===== src/rtl/mem_arb_pkg.sv =====
// Shared types and constants for the two-master memory arbiter.
// The optional response timeout is enabled with MEM_ARB_TIMEOUT_EN.
package mem_arb_pkg;

    localparam int GNT_W = 1;

    localparam logic [31:0] ARB_ERR_DATA = 32'hDEADBEEF;

    typedef enum logic [1:0] {
        ST_IDLE  = 2'd0,
        ST_ISSUE = 2'd1,
        ST_DONE  = 2'd2
    } state_t;

endpackage


===== src/rtl/mem_arb_timeout.sv =====
// Clearable saturating 8-bit cycle counter with an expiry flag at TIMEOUT-1.
// Only instantiated by mem_arbiter when MEM_ARB_TIMEOUT_EN is defined.
module mem_arb_timeout #(
    parameter int TIMEOUT = 255
) (
    input  logic clk,
    input  logic reset,
    input  logic i_clear,
    input  logic i_enable,
    output logic o_expired
);

    localparam logic [7:0] LIMIT = 8'(TIMEOUT - 1);

    logic [7:0] r_count;

    always_ff @(posedge clk or posedge reset) begin
        if (reset) begin
            r_count <= 8'd0;
        end else if (i_clear) begin
            r_count <= 8'd0;
        end else if (i_enable && (r_count != 8'hFF)) begin
            r_count <= r_count + 8'd1;
        end
    end

    assign o_expired = (r_count == LIMIT);

endmodule


===== src/rtl/mem_arbiter.sv =====
// Round-robin arbiter giving two valid/ready masters access to one memory slave.
// Define MEM_ARB_TIMEOUT_EN to add a slave response timeout with error reporting.
module mem_arbiter
    import mem_arb_pkg::*;
#(
    parameter int AW      = 14,
    parameter int TIMEOUT = 255
) (
    input  logic          clk,
    input  logic          reset,
    input  logic          m0_valid,
    input  logic [AW-1:0] m0_addr,
    input  logic [31:0]   m0_wdata,
    input  logic [3:0]    m0_wstrb,
    output logic [31:0]   m0_rdata,
    output logic          m0_ready,
    output logic          m0_err,
    input  logic          m1_valid,
    input  logic [AW-1:0] m1_addr,
    input  logic [31:0]   m1_wdata,
    input  logic [3:0]    m1_wstrb,
    output logic [31:0]   m1_rdata,
    output logic          m1_ready,
    output logic          m1_err,
    output logic          s_valid,
    output logic [AW-1:0] s_addr,
    output logic [31:0]   s_wdata,
    output logic [3:0]    s_wstrb,
    input  logic [31:0]   s_rdata,
    input  logic          s_ready
);

    state_t             r_state;
    logic [GNT_W-1:0]   r_grant;
    logic [GNT_W-1:0]   r_last_grant;
    logic               r_s_valid;
    logic [AW-1:0]      r_s_addr;
    logic [31:0]        r_s_wdata;
    logic [3:0]         r_s_wstrb;
    logic [31:0]        r_m0_rdata;
    logic [31:0]        r_m1_rdata;
    logic               r_m0_ready;
    logic               r_m1_ready;

    logic               w_req_any;
    logic [GNT_W-1:0]   w_gnt_idx;
    logic [AW-1:0]      w_addr;
    logic [31:0]        w_wdata;
    logic [3:0]         w_wstrb;

    // On a tie the master that did not finish last wins.
    assign w_req_any = m0_valid | m1_valid;
    assign w_gnt_idx = (m0_valid && m1_valid) ? ~r_last_grant : GNT_W'(m1_valid);
    assign w_addr    = w_gnt_idx[0] ? m1_addr  : m0_addr;
    assign w_wdata   = w_gnt_idx[0] ? m1_wdata : m0_wdata;
    assign w_wstrb   = w_gnt_idx[0] ? m1_wstrb : m0_wstrb;

`ifdef MEM_ARB_TIMEOUT_EN
    logic r_m0_err;
    logic r_m1_err;
    logic w_expired;

    mem_arb_timeout #(
        .TIMEOUT (TIMEOUT)
    ) u_timeout (
        .clk       (clk),
        .reset     (reset),
        .i_clear   ((r_state == ST_IDLE) && w_req_any),
        .i_enable  (r_state == ST_ISSUE),
        .o_expired (w_expired)
    );

    assign m0_err = r_m0_err;
    assign m1_err = r_m1_err;
`else
    assign m0_err = 1'b0;
    assign m1_err = 1'b0;
`endif

    always_ff @(posedge clk or posedge reset) begin
        if (reset) begin
            r_state      <= ST_IDLE;
            r_grant      <= '0;
            r_last_grant <= 1'b1;
            r_s_valid    <= 1'b0;
            r_s_addr     <= '0;
            r_s_wdata    <= '0;
            r_s_wstrb    <= '0;
            r_m0_rdata   <= '0;
            r_m1_rdata   <= '0;
            r_m0_ready   <= 1'b0;
            r_m1_ready   <= 1'b0;
`ifdef MEM_ARB_TIMEOUT_EN
            r_m0_err     <= 1'b0;
            r_m1_err     <= 1'b0;
`endif
        end else begin
            case (r_state)
                ST_IDLE: begin
                    if (w_req_any) begin
                        r_grant   <= w_gnt_idx;
                        r_s_addr  <= w_addr;
                        r_s_wdata <= w_wdata;
                        r_s_wstrb <= w_wstrb;
                        r_s_valid <= 1'b1;
                        r_state   <= ST_ISSUE;
                    end
                end
                ST_ISSUE: begin
                    // A same-cycle slave ready takes priority over expiry.
                    if (s_ready) begin
                        r_s_valid    <= 1'b0;
                        r_last_grant <= r_grant;
                        r_state      <= ST_DONE;
                        if (r_grant == 1'b0) begin
                            r_m0_rdata <= s_rdata;
                            r_m0_ready <= 1'b1;
`ifdef MEM_ARB_TIMEOUT_EN
                            r_m0_err   <= 1'b0;
`endif
                        end else begin
                            r_m1_rdata <= s_rdata;
                            r_m1_ready <= 1'b1;
`ifdef MEM_ARB_TIMEOUT_EN
                            r_m1_err   <= 1'b0;
`endif
                        end
                    end
`ifdef MEM_ARB_TIMEOUT_EN
                    else if (w_expired) begin
                        r_s_valid    <= 1'b0;
                        r_last_grant <= r_grant;
                        r_state      <= ST_DONE;
                        if (r_grant == 1'b0) begin
                            r_m0_rdata <= ARB_ERR_DATA;
                            r_m0_ready <= 1'b1;
                            r_m0_err   <= 1'b1;
                        end else begin
                            r_m1_rdata <= ARB_ERR_DATA;
                            r_m1_ready <= 1'b1;
                            r_m1_err   <= 1'b1;
                        end
                    end
`endif
                end
                ST_DONE: begin
                    r_m0_ready <= 1'b0;
                    r_m1_ready <= 1'b0;
`ifdef MEM_ARB_TIMEOUT_EN
                    r_m0_err   <= 1'b0;
                    r_m1_err   <= 1'b0;
`endif
                    r_state    <= ST_IDLE;
                end
                default: begin
                    r_state <= ST_IDLE;
                end
            endcase
        end
    end

    assign s_valid  = r_s_valid;
    assign s_addr   = r_s_addr;
    assign s_wdata  = r_s_wdata;
    assign s_wstrb  = r_s_wstrb;
    assign m0_rdata = r_m0_rdata;
    assign m1_rdata = r_m1_rdata;
    assign m0_ready = r_m0_ready;
    assign m1_ready = r_m1_ready;

endmodule


===== config.mk =====
export PLATFORM = sky130hd
export DESIGN_NAME = mem_arbiter
export DESIGN_NICKNAME = d
export VERILOG_FILES = /design/src/rtl/mem_arb_pkg.sv /design/src/rtl/mem_arb_timeout.sv /design/src/rtl/mem_arbiter.sv
export SDC_FILE = /design/constraint.sdc
export NUM_CORES = 1
export LEC_CHECK = 0
export ABC_AREA = 1
export CAP_MARGIN = 20
export CELL_PAD_IN_SITES_DETAIL_PLACEMENT = 1
export CELL_PAD_IN_SITES_GLOBAL_PLACEMENT = 2
export CORE_MARGIN = 2
export CORE_UTILIZATION = 20
export CTS_CLUSTER_SIZE = 8
export DETAILED_ROUTE_END_ITERATION = 6
export PLACE_DENSITY = 0.79
export SYNTH_ARGS = -nofsm -noshare
export SYNTH_HDL_FRONTEND = slang
export SYNTH_SLANG_ARGS = --single-unit

===== constraint.sdc =====
create_clock -name clk -period 3.5 [get_ports clk]
set_input_delay 0.525 -clock clk [delete_from_list [all_inputs] [get_ports clk]]
set_output_delay 0.525 -clock clk [all_outputs]
set_load 0.05 [all_outputs]

==> key figures, run 1 <==
Hold path
  • Hold Path Origin: s_addr[4]$_DFFE_PP0P_
  • WHS Endpoint: s_addr[4]$_DFFE_PP0P_
  • Hold Crit Depth: 2
  • Hold Crit Class: reg -> reg

STA
  • Max-slew headroom: 55.07%
  • Fin Setup TNS: 0 ps
  • Fmax: 464.3 MHz
  • Crit path time final: 2154 ps
  • Final Slew Violations: 0
  • Hold_ws: 478.2 ps
  • Setup repair after global routing missed its margin: no
  • Setup Skew: 6.538 ps
  • Setup-failing EPs final: 0
  • Setup WS post-layout: 1346 ps
  • Worst slew pin tran: 671.6 ps
  • Crit share post-route: 61.53%
  • Final hold vios: 0

Power
  • Power density cells: 1043 nW/um^2
  • Worst VDD drop: 0.2797 mV
  • Leak: 4.485 nW

Synth
  • Synth top area share: 53.78%
  • Yosys Warn Count: 0
  • Number of flops mapped to enable cells by yosys: 0
  • Most common cell in the netlist: nand2_1
  • Post-synthesis sequential area ratio: 54.25%
  • Unique masters post-synth: 20
  • Synth top cells by count: nand2_1 (221), inv_1 (136), dfrtp_1 (120), nand3_1 (100), o21ai_0 (42)
  • Asr flop ratio synth: 100.0%
  • #FFs+latches synth: 121
  • Mapped Cells: 701
  • Synth area leaders: dfrtp_1 (54%), nand2_1 (15%), inv_1 (9.1%)
  • Syn avg cell area: 7.966 sq um
  • Post-synth top area cell: dfrtp_1
  • Top_reg_cell synth: dfrtp_1
  • Synth Cell Area: 5584 sq um

Clock network
  • Post-cts sizing count: 0
  • Setup Buffers After CTS: 0
  • Worst skew pair latency: 410 ps
  • Clock Sinks: 121
  • Clk pin slew, worst setup/hold paths: 60 ps
  • H-tree depth: 4
  • # hold bufs at CTS: 0
  • CTS tree: done
  • Total CTS buffers: 17
  • Clock root buffer: clkbuf_16
  • CTS Buffer Depth: 2

Worst setup path
  • CP Class: reg -> out
  • CP Data Arrival Time: 1630 ps
  • Critical Path, Cell by Cell: clkdlybuf4s50_1
  • CP bufs+invs: 1
  • Crit path max fanout: 2
  • Top Family by Delay on Critical Path: buffers and inverters
  • Worst R2R End: s_wdata[24]$_DFFE_PP0P_
  • Crit end category: output pin
  • CP max-delay cell: clkdlybuf4s50_1
  • Worst Path Required: 2970 ps
  • Crit Reg-Reg Startpoint: r_last_grant$_DFFE_PP1P_
  • Crit path largest cell delay: 880 ps
  • CP startpoint kind: flop
  • Flop-to-flop setup slack: 1760 ps
  • Register-to-Register Path Depth: 6

Outcome
  • Status: finished, final reports clean

Die
  • Die area: 29270 sq um
  • Core Area: 27630 sq um
  • # rows: 61
  • Die height: 171.1 um
  • I/O pins: 256
  • Effective utilization at floorplan: 20.21%
  • Die span in x: 171.1 um

Cells and area
  • Share of cells above drive strength 1: 6.394%
  • # fillers: 3301
  • Area growth syn-to-layout: 61.80%
  • Nets: 1078
  • Post-layout util: 32.70%
  • Antenna cell count: 0

Route
  • Remaining DRCs: 0
  • DRT iter0 DRCs: 269
  • Final ANT Viol Nets: 0
  • Vias per cell: 3.975
  • DRT Pass-1 Iters: 4
  • Overall routed net length: 18.99 mm
  • Avg WL per Cell: 14.26 um
  • Vias: 5295

Placement
  • I/O Buffers: 253
  • DP Worst Slack: 1152 ps
  • Dpl hpwl: 13.32 mm
  • Routability cong.: 0.7131

GRT
  • Gr ovfl total: 0
  • First-pass GRT wire length: 29.78 mm
  • Total track usage: 13.12%
  • Largest net degree at the start of global routing: 85
  • Initial antenna violation count: 0
  • Vias in the first global route: 5432

Run
  • Maxcap violations: 0
-- cell usage in the layout (no fill, tap or decap), drive strengths merged --
cell,n
o21a,1
clkbuf,18
dfrtp,120
dfstp,1
clkinv,5
bufinv,1
clkdlybuf4s50,252
o21ai,70
clkinvlp,3
buf,10
nand3,100
conb,2
inv,142
nand2,223
nor2,5
nand4,1
-- report_power, final --
group / total, W / leakage, nW / switching [W] / internal (W)
Sequential: 0.00244 / 1.49 / 0.000363 / 0.00208
Clock: 0.00173 / 0.280 / 0.000721 / 0.00101
Combinational: 0.00525 / 2.71 / 0.00359 / 0.00166
-- sequential cells by signal, summed over array words and instances (netlist names) --
name and flops:
m1_rdata 32, r_grant 1, s_wstrb 4, m1_ready 1
s_addr 14, m0_ready 1, m0_rdata 32, r_last_grant 1
s_wdata 32, r_state 2, s_valid 1
-- worst max path at each step --
stage / cells after the start / end / slack, ps / start
2_1_floorplan: 1 / m0_rdata[0]$_DFFE_PP0P_ / 1490 / reset
3_3_place_gp: 7 / s_wdata[15]$_DFFE_PP0P_ / 1190 / m0_valid
3_5_place_dp: 7 / s_wdata[21]$_DFFE_PP0P_ / 1150 / m0_valid
4_1_cts: 1 / m0_rdata[10] / 1300 / m0_rdata[10]$_DFFE_PP0P_
5_1_grt: 1 / m0_rdata[10] / 1270 / m0_rdata[10]$_DFFE_PP0P_
6_report: 1 / m1_ready / 1350 / m1_ready$_DFFE_PP0P_
-- cells by family after synthesis --
| family | share of synthesized area [%] |
|---|---|
| other | 0.06715 |
| buffers and inverters | 13.87 |
| flip-flops | 54.25 |
| AND/OR/NAND/NOR | 24.54 |
| AO/OA/AOI/OAI | 7.282 |
-- layout make-up --
cell class / instances / area, sq um / area share [%]
Timing Repair Buffer: 262 / 2645 / 29.28
Tap cell: 378 / 473.0 / 5.235
Multi-Input combinational cell: 402 / 1794 / 19.86
Inverter: 137 / 518.0 / 5.733
Sequential cell: 121 / 3029 / 33.53
Clock buffer: 18 / 439.2 / 4.861
Clock inverter: 14 / 136.4 / 1.509
-- stage by stage --
| stage | cells | area (sq um) | power, W |
|---|---|---|---|
| floorplan | 702 | 5592 | 0.005845 |
| global placement | 1300 | 8459 | 0.007717 |
| detailed placement | 1300 | 8459 | 0.007787 |
| CTS | 1332 | 9035 | 0.009586 |
| global route | 1332 | 9035 | 0.01000 |
| finish | 1332 | 9035 | 0.009423 |
-- routing by layer --
layer / track usage [%] / routed length (um) / vias up
li1: - / - / 2597
met1: 16.19 / 8239 / 2510
met2: 21.41 / 8789 / 177
met3: 5.251 / 1806 / 11
met4: 3.132 / 155 / 0
met5: 0 / 0 / -
No activity file was read; power rests on OpenSTA's default activity.
==> run 2: changes to the inputs <==
--- a/config.mk
+++ b/config.mk
@@ -10,10 +10,10 @@
 export CELL_PAD_IN_SITES_DETAIL_PLACEMENT = 1
 export CELL_PAD_IN_SITES_GLOBAL_PLACEMENT = 2
 export CORE_MARGIN = 2
-export CORE_UTILIZATION = 20
+export CORE_UTILIZATION = 22
 export CTS_CLUSTER_SIZE = 8
 export DETAILED_ROUTE_END_ITERATION = 6
-export PLACE_DENSITY = 0.79
+export PLACE_DENSITY = 0.82
 export SYNTH_ARGS = -nofsm -noshare
 export SYNTH_HDL_FRONTEND = slang
 export SYNTH_SLANG_ARGS = --single-unit
==> constraint.sdc (replaced) <==
create_clock -name clk -period 2.15 [get_ports clk]
set_input_delay 0.3225 -clock clk [delete_from_list [all_inputs] [get_ports clk]]
set_output_delay 0.3225 -clock clk [all_outputs]
set_load 0.05 [all_outputs]
==> run 2 against run 1 <==
  * Global-route usage increased by 0.59 points
  * Highest routed layer unchanged
  * Core utilization up 3.5 points
  * Wire length decreased by 3.6%
  * Design area is 0.24% higher
  * Sequential power is 64% higher
  * Die area decreased by 8.9%
  * Cell count down 3.6%
  * Sequential share of layout area down 0.079 points
  * Critical path depth is the same
  * Hold slack worse by 130 ps
  * Clock skew rose by 6.2 ps
==> key figures, run 2 (synthesis gave the netlist of run 1 again) <==
Clock network
  • Total CTS buffers: 17 (unchanged)
  • CTS Buffer Depth: 2 (unchanged)
  • # hold bufs at CTS: 0 (unchanged)
  • Clk pin slew, worst setup/hold paths: 60 ps (about the same)
  • CTS tree: done
  • Clock Sinks: 121 (unchanged)
  • Clock root buffer: clkbuf_16
  • H-tree depth: 4 (unchanged)
  • Worst skew pair latency: 420 ps (about the same)
  • Post-cts sizing count: 0 (unchanged)
  • Setup Buffers After CTS: 0 (unchanged)

GRT
  • Largest net degree at the start of global routing: 79 (-7.1%)
  • Vias in the first global route: 5298 (-2.5%)
  • Initial antenna violation count: 0 (unchanged)
  • First-pass GRT wire length: 28.55 mm (-4.1%)
  • Gr ovfl total: 0 (unchanged)
  • Total track usage: 13.71% (+0.59 points)

Die
  • Die span in x: 163.3 um (-4.5%)
  • Core Area: 25040 sq um (-9.4%)
  • Effective utilization at floorplan: 22.30% (+2.1 points)
  • Die area: 26670 sq um (-8.9%)
  • I/O pins: 256 (unchanged)
  • Die height: 163.3 um (-4.5%)
  • # rows: 58 (-4.9%)

STA
  • Setup WS post-layout: 177.2 ps (-1169 ps)
  • Crit path time final: 1973 ps
  • Final Slew Violations: 0 (unchanged)
  • Crit share post-route: 91.76%
  • Worst slew pin tran: 591.0 ps (-80.57 ps)
  • Final hold vios: 0 (unchanged)
  • Setup Skew: 12.75 ps (+6.210 ps)
  • Setup-failing EPs final: 0 (unchanged)
  • Fmax: 506.9 MHz
  • Hold_ws: 345.8 ps (-132.4 ps)
  • Fin Setup TNS: 0 ps (unchanged)
  • Max-slew headroom: 60.47% (+5.4 points)
  • Setup repair after global routing missed its margin: no

Route
  • Remaining DRCs: 0 (unchanged)
  • Final ANT Viol Nets: 0 (unchanged)
  • Overall routed net length: 18.30 mm (-3.6%)
  • Avg WL per Cell: 14.25 um (about the same)
  • Vias: 5241 (-1.0%)
  • DRT Pass-1 Iters: 5 (+1)
  • DRT iter0 DRCs: 253 (-5.9%)
  • Vias per cell: 4.082 (+2.7%)

Worst setup path
  • Crit path max fanout: 2 (unchanged)
  • Worst Path Required: 1830 ps (-1140 ps)
  • Critical Path, Cell by Cell: clkdlybuf4s50_1
  • Worst R2R End: s_addr[4]$_DFFE_PP0P_
  • Register-to-Register Path Depth: 5 (-1)
  • Flop-to-flop setup slack: 770 ps (-990 ps)
  • CP Class: reg -> out
  • Top Family by Delay on Critical Path: buffers and inverters
  • Crit path largest cell delay: 860 ps (-20 ps)
  • CP startpoint kind: flop
  • CP Data Arrival Time: 1650 ps (+20 ps)
  • CP max-delay cell: clkdlybuf4s50_1
  • Crit Reg-Reg Startpoint: r_state[0]$_DFFE_PP0P_
  • Crit end category: output pin
  • CP bufs+invs: 1 (unchanged)
  • Crit path launch: s_wdata[31]$_DFFE_PP0P_

Cells and area
  • Sequential cell area: 3029 sq um (unchanged)
  • Nets: 1079 (+0.093%)
  • Post-layout util: 36.17% (+3.5 points)
  • Antenna cell count: 0 (unchanged)
  • Most frequent cells in the layout: clkdlybuf4s50_1 (252), nand2_1 (219), inv_1 (135)
  • Area of the multi-input gates: 1794 sq um (unchanged)
  • Area growth syn-to-layout: 62.18%
  • Share of cells above drive strength 1: 6.289% (-0.10 points)
  • Most common cell after layout, fill and taps aside: clkdlybuf4s50_1
  • # fillers: 2945 (-11%)

Power
  • Worst VDD drop: 0.7744 mV (+180%)
  • Power density cells: 1709 nW/um^2 (+64%)
  • Pwr Total: 0.01548 W (+64%)
  • Leak: 4.526 nW (+0.91%)

Run
  • Maxcap violations: 0 (unchanged)

Placement
  • I/O Buffers: 253 (unchanged)
  • DP Worst Slack: 409.3 ps (-742.8 ps)
  • Routability cong.: 0.7309 (+2.5%)
  • Dpl hpwl: 13.00 mm (-2.4%)

Hold path
  • Hold Crit Class: in -> async

Outcome
  • Status: finished, final reports clean
run 2: cell count changes in the layout (fill, tap and decap cells not counted), moves of 2 or more:
cell and delta:
inv_6 -3, bufinv_16 +2, clkinv_4 +3, buf_4 -3, clkinvlp_4 -2, buf_12 +4
run 2: power by group:
part	total, W	switching [W]	internal (W)
clock network	0.00292	0.00109	0.00183
registers	0.00399	0.000614	0.00338
logic	0.00856	0.00582	0.00274
total	0.0155	0.00753	0.00795
run 2: how the worst max path moves through the flow:
| stage | to | slack (ps) | cells after the start |
|---|---|---|---|
| floorplan | m0_rdata[0]$_DFFE_PP0P_ | 340 | 1 |
| global placement | s_addr[11]$_DFFE_PP0P_ | 460 | 7 |
| detailed placement | m0_rdata[25]$_DFFE_PP0P_ | 410 | 7 |
| CTS | s_wdata[31] | 150 | 1 |
| global route | s_wdata[31] | 130 | 1 |
| finish | s_wdata[31] | 180 | 1 |
run 2: layer usage:
metal,vias to the layer above,GRT usage (%),wire [um]
met5,-,0,0
met4,0,3.942,215
met1,2443,18.16,8677
met2,183,20.89,7847
li1,2604,-,-
met3,11,5.079,1561
run 2: area by class of cell:
type	instances	area share, %
inverter	137	5.720
sequential	121	33.45
multi-input combinational	402	19.81
clock buffer	18	4.739
tap	330	4.559
timing repair buffer	263	29.84
clock inverter	13	1.879
run 2: stage by stage:
| stage | cells | cell area, sq um |
|---|---|---|
| 2_1_floorplan | 702 | 5592 |
| 3_3_place_gp | 1253 | 8457 |
| 3_5_place_dp | 1253 | 8457 |
| 4_1_cts | 1284 | 9056 |
| 5_1_grt | 1284 | 9056 |
| 6_report | 1284 | 9056 |
